--- src/rtl/ifetch_unit_pkg.sv ---
// Shared definitions for the instruction fetch unit: data widths, the default
// reset PC, the fetch FSM state encoding and a small opcode helper.
package ifetch_unit_pkg;

   localparam int OP_W   = 6;
   localparam int WORD_W = 32;

   localparam logic [WORD_W-1:0] RESET_PC_DEFAULT = 32'h0000_0000;

   typedef enum logic {
      FETCH = 1'b0,
      HOLD  = 1'b1
   } fetch_state_t;

   // Primary opcode field of an instruction word
   function automatic logic [OP_W-1:0] opcode_of(input logic [WORD_W-1:0] word);
      return word[WORD_W-1 -: OP_W];
   endfunction

endpackage

--- src/rtl/ifetch_unit_if.sv ---
// Instruction memory read bus: the fetch unit is the master, memory the slave.
interface ifetch_unit_if;
   import ifetch_unit_pkg::*;

   logic              imem_req;
   logic [WORD_W-1:0] imem_addr;
   logic              imem_ack;
   logic [WORD_W-1:0] imem_rdata;

   modport master (
      output imem_req,
      output imem_addr,
      input  imem_ack,
      input  imem_rdata
   );

   modport slave (
      input  imem_req,
      input  imem_addr,
      output imem_ack,
      output imem_rdata
   );

endinterface

--- src/rtl/ifetch_unit_npc_calc.sv ---
// Combinational next-PC selector for the held instruction: jump beats a taken
// branch, which beats the sequential pc+4. All arithmetic wraps at 2^32.
module ifetch_unit_npc_calc
   import ifetch_unit_pkg::*;
(
   input  logic [WORD_W-1:0] pc,
   input  logic [25:0]       instr_idx,
   input  logic              branch_eq,
   input  logic              branch_ne,
   input  logic              jump,
   input  logic              zero,
   output logic [WORD_W-1:0] pc_next
);

   logic [WORD_W-1:0] pc_plus4;
   logic [WORD_W-1:0] branch_off;
   logic [WORD_W-1:0] branch_target;
   logic [WORD_W-1:0] jump_target;
   logic              branch_taken;

   assign pc_plus4      = pc + 32'd4;
   assign branch_off    = {{14{instr_idx[15]}}, instr_idx[15:0], 2'b00};
   assign branch_target = pc_plus4 + branch_off;
   assign jump_target   = {pc_plus4[31:28], instr_idx, 2'b00};
   assign branch_taken  = (branch_eq & zero) | (branch_ne & ~zero);

   // Pick the redirect target by priority, defaulting to sequential flow
   always_comb begin
      pc_next = pc_plus4;
      if (jump) begin
         pc_next = jump_target;
      end else if (branch_taken) begin
         pc_next = branch_target;
      end
   end

endmodule

--- src/rtl/ifetch_unit.sv ---
// Instruction fetch unit: fetches one word, holds it for downstream until it
// is retired, then fetches from the computed next PC. One instruction is in
// flight at a time.
module ifetch_unit
   import ifetch_unit_pkg::*;
#(
   parameter logic [WORD_W-1:0] RESET_PC          = RESET_PC_DEFAULT,
   parameter logic [WORD_W-1:0] RETIRED_CNT_RESET = '0
)
(
   input  logic              clk,
   input  logic              rst_n,
   ifetch_unit_if.master     imem,
   output logic [WORD_W-1:0] instr,
   output logic [OP_W-1:0]   op,
   output logic [WORD_W-1:0] pc,
   output logic              instr_valid,
   input  logic              instr_taken,
   input  logic              branch_eq,
   input  logic              branch_ne,
   input  logic              jump,
   input  logic              zero,
   output logic [WORD_W-1:0] retired_cnt
);

   fetch_state_t      state;
   fetch_state_t      state_nxt;
   logic              req_en;
   logic              fetch_req;
   logic              fetch_done;
   logic              retire;
   logic [WORD_W-1:0] pc_next_reg;
   logic [WORD_W-1:0] npc;

   ifetch_unit_npc_calc u_npc (
      .pc        (pc),
      .instr_idx (instr[25:0]),
      .branch_eq (branch_eq),
      .branch_ne (branch_ne),
      .jump      (jump),
      .zero      (zero),
      .pc_next   (npc)
   );

   assign imem.imem_req  = fetch_req;
   assign imem.imem_addr = pc_next_reg;
   assign op             = opcode_of(instr);
   assign fetch_done     = fetch_req & imem.imem_ack;
   assign retire         = instr_valid & instr_taken;

   // FSM state register
   always_ff @(posedge clk or negedge rst_n) begin
      if (!rst_n) begin
         state <= FETCH;
      end else begin
         state <= state_nxt;
      end
   end

   // Next state and per-state outputs; the request is gated by the registered
   // enable so nothing is requested (or accepted) until a clock after reset
   always_comb begin
      state_nxt   = state;
      fetch_req   = 1'b0;
      instr_valid = 1'b0;
      case (state)
         FETCH: begin
            fetch_req = req_en;
            if (req_en && imem.imem_ack) begin
               state_nxt = HOLD;
            end
         end
         HOLD: begin
            instr_valid = 1'b1;
            if (instr_taken) begin
               state_nxt = FETCH;
            end
         end
         default: begin
            state_nxt = FETCH;
         end
      endcase
   end

   // Request enable rises on the first clock after reset release
   always_ff @(posedge clk or negedge rst_n) begin
      if (!rst_n) begin
         req_en <= 1'b0;
      end else begin
         req_en <= 1'b1;
      end
   end

   // Capture the fetched word and its address when memory answers a request
   always_ff @(posedge clk or negedge rst_n) begin
      if (!rst_n) begin
         instr <= '0;
         pc    <= RESET_PC;
      end else if (fetch_done) begin
         instr <= imem.imem_rdata;
         pc    <= pc_next_reg;
      end
   end

   // On retirement, advance the fetch address and count the instruction
   always_ff @(posedge clk or negedge rst_n) begin
      if (!rst_n) begin
         pc_next_reg <= RESET_PC;
         retired_cnt <= RETIRED_CNT_RESET;
      end else if (retire) begin
         pc_next_reg <= npc;
         retired_cnt <= retired_cnt + 32'd1;
      end
   end

endmodule

--- src/flat_wrapper.sv ---
// flat-port wrapper written by rule: the top's interface ports become plain ports
module ifetch_unit_flat import ifetch_unit_pkg::*;
#(
   parameter logic [WORD_W-1:0] RESET_PC          = RESET_PC_DEFAULT,
   parameter logic [WORD_W-1:0] RETIRED_CNT_RESET = '0
)
  (clk, rst_n, instr, op, pc, instr_valid, instr_taken, branch_eq, branch_ne, jump, zero, retired_cnt, imem_imem_req, imem_imem_addr, imem_imem_ack, imem_imem_rdata);
  ifetch_unit_if imem_i ();
  input  logic clk;
  input  logic rst_n;
  output logic [WORD_W-1:0] instr;
  output logic [OP_W-1:0] op;
  output logic [WORD_W-1:0] pc;
  output logic instr_valid;
  input  logic instr_taken;
  input  logic branch_eq;
  input  logic branch_ne;
  input  logic jump;
  input  logic zero;
  output logic [WORD_W-1:0] retired_cnt;
  output wire logic [$bits(imem_i.imem_req)-1:0] imem_imem_req;
  output wire logic [$bits(imem_i.imem_addr)-1:0] imem_imem_addr;
  input wire logic [$bits(imem_i.imem_ack)-1:0] imem_imem_ack;
  input wire logic [$bits(imem_i.imem_rdata)-1:0] imem_imem_rdata;
  assign imem_imem_req = imem_i.imem_req;
  assign imem_imem_addr = imem_i.imem_addr;
  assign imem_i.imem_ack = imem_imem_ack;
  assign imem_i.imem_rdata = imem_imem_rdata;
  ifetch_unit #(.RESET_PC(RESET_PC), .RETIRED_CNT_RESET(RETIRED_CNT_RESET)) u_core (.clk(clk), .rst_n(rst_n), .imem(imem_i), .instr(instr), .op(op), .pc(pc), .instr_valid(instr_valid), .instr_taken(instr_taken), .branch_eq(branch_eq), .branch_ne(branch_ne), .jump(jump), .zero(zero), .retired_cnt(retired_cnt));
endmodule
--- config.mk ---
export PLATFORM = sky130hd
export DESIGN_NAME = ifetch_unit_flat
export DESIGN_NICKNAME = d
export VERILOG_FILES = /design/src/rtl/ifetch_unit_pkg.sv /design/src/rtl/ifetch_unit_if.sv /design/src/rtl/ifetch_unit_npc_calc.sv /design/src/rtl/ifetch_unit.sv /design/src/flat_wrapper.sv
export SDC_FILE = /design/constraint.sdc
export NUM_CORES = 1
export LEC_CHECK = 0
export ABC_AREA = 1
export CORE_MARGIN = 2
export CORE_UTILIZATION = 40
export DETAILED_ROUTE_END_ITERATION = 6
export MAX_ROUTING_LAYER = met4
export PLACE_DENSITY_LB_ADDON = 0.1
export SETUP_SLACK_MARGIN = 0.2
export SYNTH_ARGS = -nofsm -noshare
export SYNTH_HDL_FRONTEND = slang
export SYNTH_HIERARCHICAL = 1
export SYNTH_SLANG_ARGS = --single-unit
export TNS_END_PERCENT = 5
--- constraint.sdc ---
create_clock -name clk -period 3.7 [get_ports clk]
set_clock_uncertainty 0.1 [all_clocks]
set_input_delay 0.74 -clock clk [delete_from_list [all_inputs] [get_ports clk]]
set_output_delay 0.74 -clock clk [all_outputs]
set_load 0.05 [all_outputs]
After elaboration in Yosys (flattened, before gate mapping)
Index checks and enable logic that the tools add are counted.

Register bits after elaboration: 130. Bits of input ports: 40. Output and inout port bits: 136. Logic and storage cells: 24.

Add/subtract/negate cells: 3. Muxes and demuxes: 7. Bitwise gates (word level): 7. Reductions and logical operators: 1.

Operators by type and width (count): 32-bit two-way mux (2); 32-bit by 1-bit adder with 32-bit output (second input constant) (1); 32-bit by 3-bit adder with 32-bit output (second input constant) (1); 32-bit adder (1); 1-bit AND (4); 1-bit two-way mux (4); 1-bit NOT (2); 1-bit case mux with 2 select lines (1); 1-bit logical AND (1); 1-bit bitwise OR (1).

Logic depth before layout (Yosys ltp)
Depth after elaboration: 5. Depth in mapped cells: 23. Mapped depth without buffers: 23.

Cells and area by module
Netlist, hierarchy kept.

By module, submodules not included: ifetch_unit (times used 1, cells each 507, area each 5616.6 sq um, sequential area each 3253.1 sq um); ifetch_unit_npc_calc (times used 1, cells each 801, area each 3854.9 sq um, sequential area each 0.0 sq um).

Worst setup path before layout
OpenSTA, ideal clock, no wires.

Path type: register -> register. Start point: register u_core.pc[2]. End point: register u_core.pc_next_reg[31] (netlist: u_core/imem.imem_addr[31]). Library setup time: 0.118 ns. Arrival time: 2.996 ns. Data required time: 3.482 ns. Path slack: 0.486 ns. Stages on the path, launching flop included: 22. Path buffers: 0. Path through: dfrtp_1 ha_1 nand2_1 nor2_4 nand3_1 nor3_2 xnor2_1 clkinv_1 ha_1 inv_1 nor3_1 nand2_1 inv_1 nand2_1 nand2_1 inv_1 nand2_1 nand2_1 nand3_1 nand2_1 nand2_1 nand2_1.

Word-level cells in the longest chain between the ends: 4.

RTL lines: from (decl) (RTL line ifetch_unit.sv:16) `output logic [WORD_W-1:0] pc,`; from (signal assigned) (RTL line ifetch_unit.sv:101) `pc <= pc_next_reg;`; 32-bit by 3-bit adder with 32-bit output (*) (RTL line ifetch_unit_npc_calc.sv:21) `assign pc_plus4 = pc + 32'd4;`; 32-bit adder (RTL line ifetch_unit_npc_calc.sv:23) `assign branch_target = pc_plus4 + branch_off;`; 32-bit two-way mux (RTL line ifetch_unit_npc_calc.sv:32) `end else if (branch_taken) begin`; 32-bit two-way mux (*) (RTL line ifetch_unit_npc_calc.sv:30) `if (jump) begin`; via u_core.npc[31] (RTL line ifetch_unit.sv:33) `logic [WORD_W-1:0] npc;`; to (signal assigned) (RTL line ifetch_unit.sv:111) `pc_next_reg <= npc;`; to (decl) (RTL line ifetch_unit.sv:32) `logic [WORD_W-1:0] pc_next_reg;`.

The timed path passes the listed nets; every way through them passes the cells marked *. A chain may end at the register's enable or synchronous reset.

Worst setup path in the final report
Start point: register u_core.pc[3]. End point: register u_core.pc_next_reg[31] (netlist: u_core/imem.imem_addr[31]).

The elaborated chain is that of the path after synthesis.

==> metrics.md <==
| Metric | Value |
|---|---|
| Core Footprint | `0.0233 mm2` |
| Largest net degree at the start of global routing | `118` |
| DP Wirelength | `23100 um` |
| FF/Latch Area | `0.00326 mm2` |
| Unique masters post-synth | `44` |
| Syn_nets | `1387` |
| Placed cell areas | `0.0115 mm2` |
| RSZ-0062 raised after global routing | `true` |
| Setup WS pre-CTS | `0.149 ns` |
| Syn Area/Cell | `7.24 um2` |
| HP Class | `in2async` |
| Final hold vios | `0` |
| Drt drc | `0` |
| Avg WL per Cell | `16.3 um` |
| Remaining Overflow, GRT | `0` |
| Die Ht | `158 um` |
| Vias post-DR | `8816` |
| Antenna fix cells | `0` |
| Commonest cells after routing, fill and taps aside | `nand2_1 (494), inv_1 (177), clkdlybuf4s50_1 (174)` |
| CTS tree | `built` |
| Row cnt | `56` |
| Worst endpoint data arrival time | `3.47 ns` |
| CTS H-tree depth | `4` |
| Root Buffer | `clkbuf_16` |
| Tcrit/Tclk final | `88.2%` |
| Fraction of layout cells with a size suffix above 1 | `10.7%` |
| Filler Cells Inserted | `2362` |
| Synthesized flop and latch total | `130` |
| Final ANT Viol Nets | `0` |
| Die width | `158 um` |
| DIE AREA | `0.0249 mm2` |
| CTS clk-pin slew, worst paths | `0.07 ns` |
| Setup TNS | `0 ns` |
| Ys flop type | `dfrtp_1` |
| Status | `finished, final reports clean` |
| Global-route wire length before repair | `46700 um` |
| Initial Utilization | `40.6%` |
| Total CTS buffers | `17` |
| Gr usage total | `25.3%` |
| Max-slew headroom | `25.6%` |
| Port-buffer cells | `175` |
| Multi-input gate area | `0.00539 mm2` |
| Vias in the first global route | `8632` |
| FF-to-FF Start | `u_core/pc[3]$_DFFE_PN0P_` |
| Initial antenna violation count | `0` |
| Top cell type's share of synthesized area | `34.3%` |
| Required time of the worst setup path | `3.91 ns` |
| Max Root-Sink Buffers | `2` |
| Final setup fails | `0` |
| Synth Instances | `1308` |
| Pleak | `6.29 nW` |
| Final wirelength | `29700 um` |
| Max VDD drop | `0.000396 V` |
| Via-per-instance ratio | `4.85` |
| DRT iter0 DRCs | `556` |
| PnR worst setup slack | `0.436 ns` |
| FMAX | `0.306 GHz` |
| Routability cong. | `1.02` |
| Critical Path Start Type | `register` |
| I/O pin cnt | `176` |
| Post-synth EDFFs | `0` |
| Final #Nets | `1566` |
| Setup crit end kind | `register` |
| Max Cap Viol | `0` |
| Dominant cell type by area after synthesis | `dfrtp_1` |
| YS warnings | `6` |
| Setup CP Type | `reg2reg` |
| Clk sinks | `130` |
| Synthesis-to-finish area growth | `28.9%` |
| Final Cell Area | `0.0122 mm2` |
| Worst skew pair latency | `0.43 ns` |
| Worst-path fanout max | `5` |
| Worst-Margin Slew | `1.12 ns` |
| Max-slew violations | `0` |
| Drt pass-1 iters | `5` |
| R2R cell count | `19` |
| Post-synthesis sequential area ratio | `34.3%` |
| Synthesized area | `0.00947 mm2` |
| Commonest non-fill, non-tap cell in the layout | `nand2_1` |
| Final Critical Period | `3.26 ns` |
| Setup crit start | `u_core/pc[3]$_DFFE_PN0P_` |
| Synth area leaders | `dfrtp_1 (34%), nand2_1 (20%), mux2_4 (7.8%)` |
| Asr flop ratio synth | `100%` |
| Pwr/cell area | `830 mW/mm2` |
## metrics by stage
step	hold slack (ns)	power [mW]	instances	utilization [%]
2_1_floorplan	0.344	6.40	1308	-
3_3_place_gp	0.377	8.29	1785	49.5
3_5_place_dp	0.383	8.29	1785	49.5
4_1_cts	0.401	10.1	1816	52.1
5_1_grt	0.412	10.8	1818	52.3
6_report	0.311	10.1	1818	52.3
## kinds of logic after synthesis
| group | synth area share, % |
|---|---|
| buffers and inverters | 9.18 |
| adders and majority gates | 5.23 |
| xor gates and xnor gates | 3.88 |
| other | 0.0396 |
| DFF | 34.3 |
| and+or+nand+nor | 33.9 |
| muxes | 9.55 |
| AOI/OAI and AO/OA | 3.83 |
## synthesized netlist by cell type (2+ instances only)
cell type	instances
mux2_4	49
and3_1	2
o21bai_1	2
nor2_2	12
a21oi_1	32
buf_2	5
o21ai_0	14
buf_1	7
o211ai_1	2
nand3b_1	10
ha_1	38
nand2_1	495
nor2_4	8
nor2_1	99
xnor2_1	14
nand4_1	17
nor3_1	10
mux2_2	15
nand3_2	2
a21o_1	6
clkbuf_1	3
buf_4	6
nand2_2	11
o21ai_1	3
buf_6	7
inv_2	2
nand3_1	80
dfrtp_1	130
and2_1	8
or2_2	2
xor2_1	28
inv_1	177
## metal layers
metal | track usage (%) | up-vias | wire [um]
met1 | 33.1 | 4128 | 13800
li1 | - | 4423 | -
met3 | 5.31 | 42 | 1680
met5 | - | - | 0
met2 | 39.4 | 223 | 13600
met4 | 7.53 | 0 | 605
## power breakdown
group          total (mW)  switching, mW  leakage, nW  internal (mW)
registers            2.38          0.559         1.65           1.82
logic                5.97           3.88         4.35           2.09
clock network        1.79          0.699        0.295           1.09
## flip-flops by register name, indices dropped and copies added, names as in the netlist
| register | count |
|---|---|
| u_core/imem.imem_addr | 32 |
| u_core/instr | 32 |
| u_core/state | 1 |
| u_core/pc | 32 |
| u_core/retired_cnt | 32 |
| u_core/req_en | 1 |
## critical path, stage by stage (launching register included)
cell and delay (ns):
dfrtp_2 0.43, ha_1 0.20, nand2_1 0.10, nor2_4 0.19
nand3_1 0.17, nor3_2 0.24, xnor2_1 0.16, clkinv_1 0.14
ha_1 0.36, inv_1 0.08, nor3_2 0.23, nand2_1 0.13
nor2_1 0.18, nand2_1 0.08, nand2_1 0.06, nand2_1 0.05
nand3_1 0.07, nand2_1 0.05, nand2_1 0.06, nand2_1 0.05
## area by class of cell
cell class | instances | share of cell area (%)
inverter | 180 | 5.54
sequential | 130 | 26.7
multi-input combinational | 969 | 44.2
clock inverter | 13 | 1.40
tap | 319 | 3.27
clock buffer | 18 | 3.60
timing repair buffer | 189 | 15.3
## worst paths after layout
| check | endpoint | slack, ns |
|---|---|---|
| max | u_core/imem.imem_addr[31]$_DFFE_PN0P_ | 0.44 |
| min | u_core/instr[29]$_DFFE_PN0P_ | 0.31 |
| max reg2reg | u_core/imem.imem_addr[31]$_DFFE_PN0P_ | 0.44 |
| min reg2reg | u_core/retired_cnt[31]$_DFFE_PN0P_ | 0.40 |
| max in group asynchronous | u_core/pc[21]$_DFFE_PN0P_ | 2.28 |
| min in group clk | u_core/retired_cnt[31]$_DFFE_PN0P_ | 0.40 |
## repair_timing
action	4_1_cts	5_1_grt
resized for setup	1	9
setup buffers	0	2
endpoints found under the setup margin	2	15
hold buffers	0	0
pin swaps	0	1
No activity file was read; power rests on OpenSTA's default activity.
